**src/rtl/plot_request_sink_pkg.sv**
```systemverilog
// Shared types and constants for the pixel-plot request sink: screen geometry,
// request record, output-stage state encoding and small arithmetic helpers.
package plot_request_sink_pkg;

   localparam int X_W           = 8;
   localparam int Y_W           = 7;
   localparam int PLOT_COLOUR_W = 3;
   localparam int CNT_W         = 8;

   localparam logic [X_W-1:0] SCREEN_W = 8'd160;
   localparam logic [Y_W-1:0] SCREEN_H = 7'd120;

   typedef struct packed {
      logic [X_W-1:0]           x;
      logic [Y_W-1:0]           y;
      logic [PLOT_COLOUR_W-1:0] colour;
   } plot_req_t;

   typedef enum logic [0:0] {
      ST_IDLE = 1'b0,
      ST_HOLD = 1'b1
   } out_state_e;

   function automatic logic on_screen(input logic [X_W-1:0] x, input logic [Y_W-1:0] y);
      return (x < SCREEN_W) && (y < SCREEN_H);
   endfunction

   function automatic logic [CNT_W-1:0] sat_inc(input logic [CNT_W-1:0] v);
      return (v == 8'hFF) ? v : v + 8'd1;
   endfunction

endpackage

```
**src/rtl/plot_request_sink_sync_fifo.sv**
```systemverilog
// Single-clock FIFO with a registered full flag; head shows the oldest entry.
// Pushes while full and pops while empty are ignored.
module sync_fifo #(
   parameter int DEPTH = 8,
   parameter int WIDTH = 8
) (
   input  logic             clk,
   input  logic             resetn,
   input  logic             push,
   input  logic             pop,
   input  logic [WIDTH-1:0] din,
   output logic             full,
   output logic             empty,
   output logic [WIDTH-1:0] head
);

   localparam int AW = $clog2(DEPTH);
   localparam logic [AW-1:0] PTR_ONE   = AW'(1'b1);
   localparam logic [AW:0]   CNT_ONE   = (AW + 1)'(1'b1);
   localparam logic [AW:0]   CNT_ZERO  = (AW + 1)'(1'b0);
   localparam logic [AW:0]   CNT_DEPTH = (AW + 1)'(DEPTH);

   logic [WIDTH-1:0] mem_r [DEPTH];
   logic [AW-1:0]    wr_ptr_r;
   logic [AW-1:0]    rd_ptr_r;
   logic [AW:0]      count_r;
   logic [AW:0]      count_nxt_s;
   logic             full_r;
   logic             push_s;
   logic             pop_s;

   assign push_s = push && !full_r;
   assign pop_s  = pop && (count_r != CNT_ZERO);

   // Occupancy update; simultaneous push and pop leaves it unchanged.
   always_comb begin
      count_nxt_s = count_r;
      case ({push_s, pop_s})
         2'b10:   count_nxt_s = count_r + CNT_ONE;
         2'b01:   count_nxt_s = count_r - CNT_ONE;
         default: count_nxt_s = count_r;
      endcase
   end

   // Pointers, occupancy and full flag.
   always_ff @(posedge clk or negedge resetn) begin
      if (!resetn) begin
         wr_ptr_r <= {AW{1'b0}};
         rd_ptr_r <= {AW{1'b0}};
         count_r  <= CNT_ZERO;
         full_r   <= 1'b0;
      end else begin
         if (push_s) wr_ptr_r <= wr_ptr_r + PTR_ONE;
         if (pop_s)  rd_ptr_r <= rd_ptr_r + PTR_ONE;
         count_r <= count_nxt_s;
         full_r  <= (count_nxt_s == CNT_DEPTH);
      end
   end

   // Storage array, not reset.
   always_ff @(posedge clk) begin
      if (push_s) mem_r[wr_ptr_r] <= din;
   end

   assign full  = full_r;
   assign empty = (count_r == CNT_ZERO);
   assign head  = mem_r[rd_ptr_r];

endmodule

```
**src/rtl/plot_request_sink.sv**
```systemverilog
// Pixel-plot sink: buffers draw requests, discards off-screen ones, and feeds
// the VGA adapter through a registered valid/ready stage with debug counters.
module plot_request_sink
   import plot_request_sink_pkg::*;
#(
   parameter int DEPTH    = 8,
   parameter int COLOUR_W = PLOT_COLOUR_W
) (
   input  logic                clk,
   input  logic                resetn,
   input  logic [X_W-1:0]      in_x,
   input  logic [Y_W-1:0]      in_y,
   input  logic [COLOUR_W-1:0] in_colour,
   input  logic                in_writeEn,
   output logic                in_ready,
   output logic [X_W-1:0]      vga_x,
   output logic [Y_W-1:0]      vga_y,
   output logic [COLOUR_W-1:0] vga_colour,
   output logic                vga_plot,
   input  logic                vga_ready,
   input  logic                clear_stats,
   output logic [CNT_W-1:0]    clip_count,
   output logic [CNT_W-1:0]    drop_count
);

   plot_req_t        req_s;
   plot_req_t        head_s;
   plot_req_t        out_r;
   out_state_e       state_r;
   logic             fifo_full_s;
   logic             fifo_empty_s;
   logic             accept_s;
   logic             push_s;
   logic             clip_ev_s;
   logic             drop_ev_s;
   logic             load_s;
   logic             pop_s;
   logic [CNT_W-1:0] clip_cnt_r;
   logic [CNT_W-1:0] drop_cnt_r;

   assign req_s     = {in_x, in_y, in_colour};
   assign accept_s  = in_writeEn && !fifo_full_s;
   assign push_s    = accept_s && on_screen(in_x, in_y);
   assign clip_ev_s = accept_s && !on_screen(in_x, in_y);
   assign drop_ev_s = in_writeEn && fifo_full_s;

   // The output register may take a new entry when it is empty or is being drained.
   assign load_s = (state_r == ST_IDLE) || vga_ready;
   assign pop_s  = load_s && !fifo_empty_s;

   sync_fifo #(
      .DEPTH (DEPTH),
      .WIDTH ($bits(plot_req_t))
   ) u_fifo (
      .clk    (clk),
      .resetn (resetn),
      .push   (push_s),
      .pop    (pop_s),
      .din    (req_s),
      .full   (fifo_full_s),
      .empty  (fifo_empty_s),
      .head   (head_s)
   );

   // Output-stage FSM and data register.
   always_ff @(posedge clk or negedge resetn) begin
      if (!resetn) begin
         state_r <= ST_IDLE;
         out_r   <= '{x: 8'd0, y: 7'd0, colour: 3'd0};
      end else if (load_s) begin
         if (!fifo_empty_s) begin
            state_r <= ST_HOLD;
            out_r   <= head_s;
         end else begin
            state_r <= ST_IDLE;
         end
      end
   end

   // Saturating debug counters; a clear wins over a same-cycle increment.
   always_ff @(posedge clk or negedge resetn) begin
      if (!resetn) begin
         clip_cnt_r <= 8'd0;
         drop_cnt_r <= 8'd0;
      end else if (clear_stats) begin
         clip_cnt_r <= 8'd0;
         drop_cnt_r <= 8'd0;
      end else begin
         if (clip_ev_s) clip_cnt_r <= sat_inc(clip_cnt_r);
         if (drop_ev_s) drop_cnt_r <= sat_inc(drop_cnt_r);
      end
   end

   assign in_ready   = !fifo_full_s;
   assign vga_plot   = (state_r == ST_HOLD);
   assign vga_x      = out_r.x;
   assign vga_y      = out_r.y;
   assign vga_colour = out_r.colour;
   assign clip_count = clip_cnt_r;
   assign drop_count = drop_cnt_r;

endmodule

```
**config.mk**
```make
export PLATFORM = sky130hd
export DESIGN_NAME = plot_request_sink
export DESIGN_NICKNAME = d
export VERILOG_FILES = /design/src/rtl/plot_request_sink_pkg.sv /design/src/rtl/plot_request_sink_sync_fifo.sv /design/src/rtl/plot_request_sink.sv
export SDC_FILE = /design/constraint.sdc
export NUM_CORES = 1
export LEC_CHECK = 0
export BUFFER_PORTS_ARGS = -buffer_cell sky130_fd_sc_hd__buf_2
export CORE_ASPECT_RATIO = 0.5
export CORE_MARGIN = 3
export CORE_UTILIZATION = 64
export DETAILED_ROUTE_END_ITERATION = 10
export PLACE_DENSITY_LB_ADDON = 0.05
export SYNTH_ARGS = -nofsm -noshare
export SYNTH_HDL_FRONTEND = slang
export SYNTH_SLANG_ARGS = --single-unit
```
**constraint.sdc**
```tcl
create_clock -name clk -period 8.5 [get_ports clk]
set_input_delay 1.7 -clock clk [delete_from_list [all_inputs] [get_ports clk]]
set_output_delay 1.7 -clock clk [all_outputs]
set_load 0.1 [all_outputs]
```
==> flow_metrics.py, run 1 <==
metrics = {
    "setup_path": {
        "critPathMaxFanout": 9,
        "critical_path_required_ps": 8800,
        "reg2reg_depth": 10,
        "criticalPathCategory": "primary input to register",
        "crit_arrival_ps": 4140,
        "start_kind": "primary input",
        "crit_path_end_kind": "register",
    },
    "logic_synthesis": {
        "synth_top_cell_by_area": "edfxtp_1",
        "ys_ff_latch": 190,
        "synth_edf_count": 144,
        "ys_types": 38,
        "avgSynthCellArea_um2": 17.53,
        "synth-async-reset-ratio_pct": 24.21,
        "synthDominantCellAreaShare_pct": 57.36,
        "yosys_warnings": 0,
        "synthTopCellsByCount": "edfxtp_1 (144), dfrtp_1 (46), nor2_1 (38)",
        "synthCells": 430,
        "post-synth-top-count-cell": "edfxtp_1",
        "synthFlopType": "edfxtp_1",
        "syn_area_um2": 7538,
        "ys_seq_area_share_pct": 72.63,
        "synthesis.nets": 460,
        "yosys-top-cells-area": "edfxtp_1 (57%), dfrtp_1 (15%), mux4_2 (11%)",
    },
    "sta": {
        "finClkSkew_ps": 8.879,
        "hold_viol": 0,
        "tns_ps": 0,
        "fmax_ghz": 0.2605,
        "setup_violations": 0,
        "rsz0062_at_grt": "no",
        "holdWs_ps": 526.3,
        "maxSlewHeadroom_pct": 25.52,
        "max_slew.worst_pin.slew_ps": 1113,
        "fin_crit_sh_pct": 45.16,
        "period_needed_ps": 3839,
        "slew_violations": 0,
    },
    "detailed_routing": {
        "vias": 4211,
        "drc": 0,
        "drt-pass1-iter-count": 5,
        "via_per_inst": 6.239,
        "wl_per_cell_um": 22.57,
        "drt_iter0_markers": 453,
        "antenna_left": 0,
        "routed_wl_um": 15240,
    },
    "place": {
        "port_buffers": 58,
        "gp_congestion": 0.7750,
        "dp_hpwl_um": 9456,
        "post-place-cells": 643,
        "placed_cell_area_um2": 8073,
    },
    "power_and_ir_drop": {
        "swShare_pct": 38.30,
        "seqPwrFrac_pct": 40.9,
        "ir_drop_mv": 0.2935,
        "switchingPower_mw": 1.182,
        "power.total_mw": 3.087,
        "p_int_mw": 1.904,
        "p_per_area_nw_per_um2": 356.1,
        "clkPwrFrac_pct": 25.7,
        "power.share.combinational_pct": 33.4,
        "p_leak_nw": 3.163,
    },
    "floorplanning": {
        "coreArea_um2": 11250,
        "initial_core_util_pct": 67.01,
        "die_w_um": 159.5,
        "top_level_ports": 59,
        "die_h_um": 82.75,
        "placementRows": 27,
        "die_area_um2": 13200,
    },
    "clock_network": {
        "cts_buffers": 17,
        "clk_latency_ps": 430,
        "cts_hold_buf": 0,
        "cts_sinks": 190,
        "cts_tree": "built",
        "cts.path.max_buffers": 2,
        "cts.clk_slew.worst_paths_ps": 70,
        "cts_root_buffer": "clkbuf_16",
        "cts_htree_levels": 4,
        "postCtsSetupRepairBufs": 0,
        "cts_resized": 0,
    },
    "finish": {
        "antenna-diode-count": 0,
        "finalNetCount": 533,
        "nFillCells": 651,
        "fin_cells": 675,
        "design_area_um2": 8668,
        "drive_above_1_share_pct": 29.07,
        "syn2layout_area_growth_pct": 14.99,
    },
    "worst_hold_path": {
        "hold_depth": 2,
        "min_path_type": "register to register",
    },
    "flow_run": {
        "drv_cap": 0,
    },
    "grt": {
        "grt_first_pass_wirelength_um": 24110,
        "grt_overflow": 0,
        "grt_max_degree": 47,
        "antenna_found_initial": 0,
        "first_global_vias": 4217,
        "grt.total_usage_pct": 25.30,
    },
    "outcome": {
        "status": "completed",
    },
}
## metrics by stage
stage | util, % | worst slack (ps)
after floorplan | - | 4562
after global placement | 71.76 | 4364
after detailed placement | 71.76 | 4242
final | 77.05 | 4661
after global routing | 77.05 | 4523
after CTS | 77.05 | 4689
## cell families after synthesis
| family | synth area share, % |
|---|---|
| muxes | 14.29 |
| and+or+nand+nor | 6.025 |
| DFF | 72.63 |
| adders and majority gates | 1.162 |
| AOI/OAI and AO/OA | 3.386 |
| buffers and inverters | 1.344 |
| xor gates and xnor gates | 1.162 |
## critical path: stages
cell	delay [ps]
buf_2	140
o21ai_0	280
and3_1	280
inv_1	120
ha_1	270
xor2_1	190
ha_1	190
a21oi_1	180
mux2i_1	270
xnor2_1	120
a2111oi_1	400
## path summary, 6_finish.rpt
| kind | to | startpoint | slack, ps |
|---|---|---|---|
| min in group asynchronous | clip_count[6] | resetn | 1380 |
| setup reg to reg | u_fifo.full | u_fifo.count_r[1] | 5290 |
| hold / removal | vga_y[6] | vga_y[6] | 530 |
| setup / recovery | u_fifo.full | in_x[6] | 4660 |
| hold reg to reg | vga_y[6] | vga_y[6] | 530 |
| max in group asynchronous | u_fifo.rd_ptr_r[0] | resetn | 6630 |
## power groups by stage
| stage | registers, mW | logic [mW] | clock network (mW) |
|---|---|---|---|
| finish | 1.26 | 1.03 | 0.794 |
| global route | 1.28 | 1.09 | 0.842 |
| CTS | 1.26 | 1.04 | 0.805 |
| detailed placement | 1.28 | 1.03 | 0 |
| global placement | 1.27 | 1.00 | 0 |
| floorplan | 1.54 | 0.527 | 0 |
## state kept, by name, indices dropped and copies added, names as in the netlist
signal and flops:
clip_count 8, u_fifo.rd_ptr_r 3, vga_y 7, vga_x 8, u_fifo.count_r 4, drop_count 8
u_fifo.mem_r 144, vga_plot 1, u_fifo.wr_ptr_r 3, u_fifo.full 1, vga_colour 3
## placed cells by master, fill, tap and decap left out, drive strengths merged, types with 7 or more instances in the layout
cell type / instances
inv: 16
edfxtp: 144
nor2: 38
a21oi: 28
mux2i: 21
clkbuf: 17
ha: 7
mux4: 36
nand2: 16
buf: 71
dfrtp: 46
## layout make-up
cell class | instances | area [µm²] | area share [%]
clock inverter | 15 | 170.2 | 1.963
tap | 159 | 198.9 | 2.295
sequential | 190 | 5477 | 63.18
multi-input combinational | 216 | 1983 | 22.88
clock buffer | 17 | 425.4 | 4.908
timing repair buffer | 71 | 387.9 | 4.475
inverter | 7 | 26.28 | 0.3031
## routing by layer
metal | track usage (%) | share of wire [%]
met5 | 0 | 0
met4 | 8.472 | 1.5
met3 | 6.627 | 7.3
met2 | 39.32 | 47
met1 | 36.01 | 44
No activity file was read; power rests on OpenSTA's default activity.
==> run 2: changes to the inputs <==
Settings changed: CORE_UTILIZATION 64 to 59.
Clock period 8.5 ns to 3.6 ns, I/O delays scaled along.
==> run 2 against run 1 <==
  * Clock-buffer cell count unchanged
  * Routed wire length decreased by 4.1%
  * Cell count increased by 1.3%
  * Critical endpoint unchanged
==> flow_metrics.py, run 2 (synthesis results as in run 1) <==
metrics = {
    "finish": {
        "multi_input_area_um2": 1983,
        "layout_commonest_cell": "edfxtp_1",
        "largest_reg_flops": 144,
        "syn2layout_area_growth_pct": 16.48,
        "drive_above_1_share_pct": 29.29,
        "layout_common_cells": "edfxtp_1 (144), buf_2 (58), dfrtp_1 (45), nor2_1 (38), mux4_2 (36)",
        "regMostFlops": "u_fifo.mem_r",
        "finalNetCount": 536,
        "antenna-diode-count": 0,
        "nFillCells": 744,
        "final_core_util_pct": 72.23,
        "design_area_um2": 8781,
        "regArea_um2": 5477,
    },
    "flow_run": {
        "drv_cap": 0,
    },
    "setup_path": {
        "startpoint": "u_fifo.count_r[1]",
        "critical_path_required_ps": 3880,
        "start_kind": "register",
        "regToRegStartpoint": "u_fifo.count_r[1]",
        "crit_arrival_ps": 3420,
        "critPathMaxFanout": 11,
        "criticalPathCategory": "register to register",
        "crit_path_end_kind": "register",
        "rrSetupSlack_ps": 460,
    },
    "sta": {
        "slew_violations": 0,
        "period_needed_ps": 3138,
        "tns_ps": 0,
        "setup_violations": 0,
        "fin_crit_sh_pct": 87.17,
        "finClkSkew_ps": 13.97,
        "fmax_ghz": 0.3187,
        "max_slew.worst_pin.slew_ps": 1081,
        "maxSlewHeadroom_pct": 27.91,
        "hold_viol": 0,
        "rsz0062_at_grt": "no",
    },
    "clock_network": {
        "cts_resized": 0,
        "clk_latency_ps": 430,
        "cts_buffers": 17,
        "postCtsSetupRepairBufs": 0,
        "cts.path.max_buffers": 2,
        "cts_root_buffer": "clkbuf_16",
        "cts.clk_slew.worst_paths_ps": 80,
        "cts_sinks": 190,
        "cts_hold_buf": 0,
        "cts_htree_levels": 4,
        "cts_tree": "built",
    },
    "grt": {
        "grt_overflow": 0,
        "grt_max_degree": 33,
        "antenna_found_initial": 0,
        "first_global_vias": 4151,
        "grt.total_usage_pct": 22.03,
        "grt_first_pass_wirelength_um": 23560,
    },
    "floorplanning": {
        "die_area_um2": 14250,
        "die_h_um": 85.93,
        "initial_core_util_pct": 62.01,
        "die_w_um": 165.9,
        "top_level_ports": 59,
        "coreArea_um2": 12160,
        "placementRows": 28,
    },
    "power_and_ir_drop": {
        "p_per_area_nw_per_um2": 827.2,
        "p_leak_nw": 3.189,
        "ir_drop_mv": 0.4883,
    },
    "detailed_routing": {
        "antenna_left": 0,
        "routed_wl_um": 14620,
        "drt_iter0_markers": 309,
        "via_per_inst": 5.949,
        "drt-pass1-iter-count": 4,
        "vias": 4069,
        "wl_per_cell_um": 21.37,
        "drc": 0,
    },
    "place": {
        "dp_hpwl_um": 9107,
        "placed_cell_area_um2": 8190,
        "port_buffers": 58,
        "gp_congestion": 0.7923,
    },
    "worst_hold_path": {
        "min_path_type": "primary input to asynchronous set/reset pin",
    },
    "outcome": {
        "status": "completed",
    },
}
## run 2: area by class of cell
cell class,count,share of cell area [%]
Inverter,7,0.2992
Timing Repair Buffer,74,5.671
Sequential cell,190,62.37
Clock buffer,17,4.845
Tap cell,165,2.351
Clock inverter,15,1.881
Multi-Input combinational cell,216,22.58
## run 2: power by group
| part | total (mW) | internal (mW) | switching [mW] | leakage, nW |
|---|---|---|---|---|
| clock | 1.83 | 0.935 | 0.897 | 0.286 |
| sequential | 2.98 | 2.69 | 0.290 | 1.87 |
| combinational | 2.45 | 0.848 | 1.60 | 1.04 |
| total | 7.26 | 4.48 | 2.79 | 3.19 |
## run 2: worst max-delay path, stage by stage, from the launching register on
cell	delay [ps]
dfrtp_1	450
nor4_1	600
a21oi_4	150
ha_1	330
xor2_1	210
ha_1	210
a21oi_1	170
mux2i_1	270
xnor2_1	140
a2111oi_1	460
## run 2: path summary, 6_finish.rpt
| kind | end | depth (start not counted) |
|---|---|---|
| max reg2reg | u_fifo.full | 9 |
| min in group clk | vga_plot | 2 |
| min reg2reg | vga_x[3] | 2 |
| max | u_fifo.full | 9 |
| min | clip_count[6] | 1 |
| max in group asynchronous | u_fifo.rd_ptr_r[0] | 2 |
## run 2: per-stage QoR
stage	cells	total power [mW]	setup slack [ps]	hold WS, ps
2_1_floorplan	430	4.892	485.4	424.4
3_3_place_gp	652	5.391	451.3	505.2
3_5_place_dp	652	5.492	242.1	519.0
4_1_cts	684	7.312	540.6	384.6
5_1_grt	684	7.583	300.6	418.8
6_report	684	7.263	461.9	369.3
## run 2: metal layers
metal  wire length (µm)  share of wire (%)  GRT usage (%)
met1               6346                 43          30.42
met4                 66               0.45          6.113
met5                  0                  0              0
met3                836                5.7          4.236
met2               7369                 50          37.06
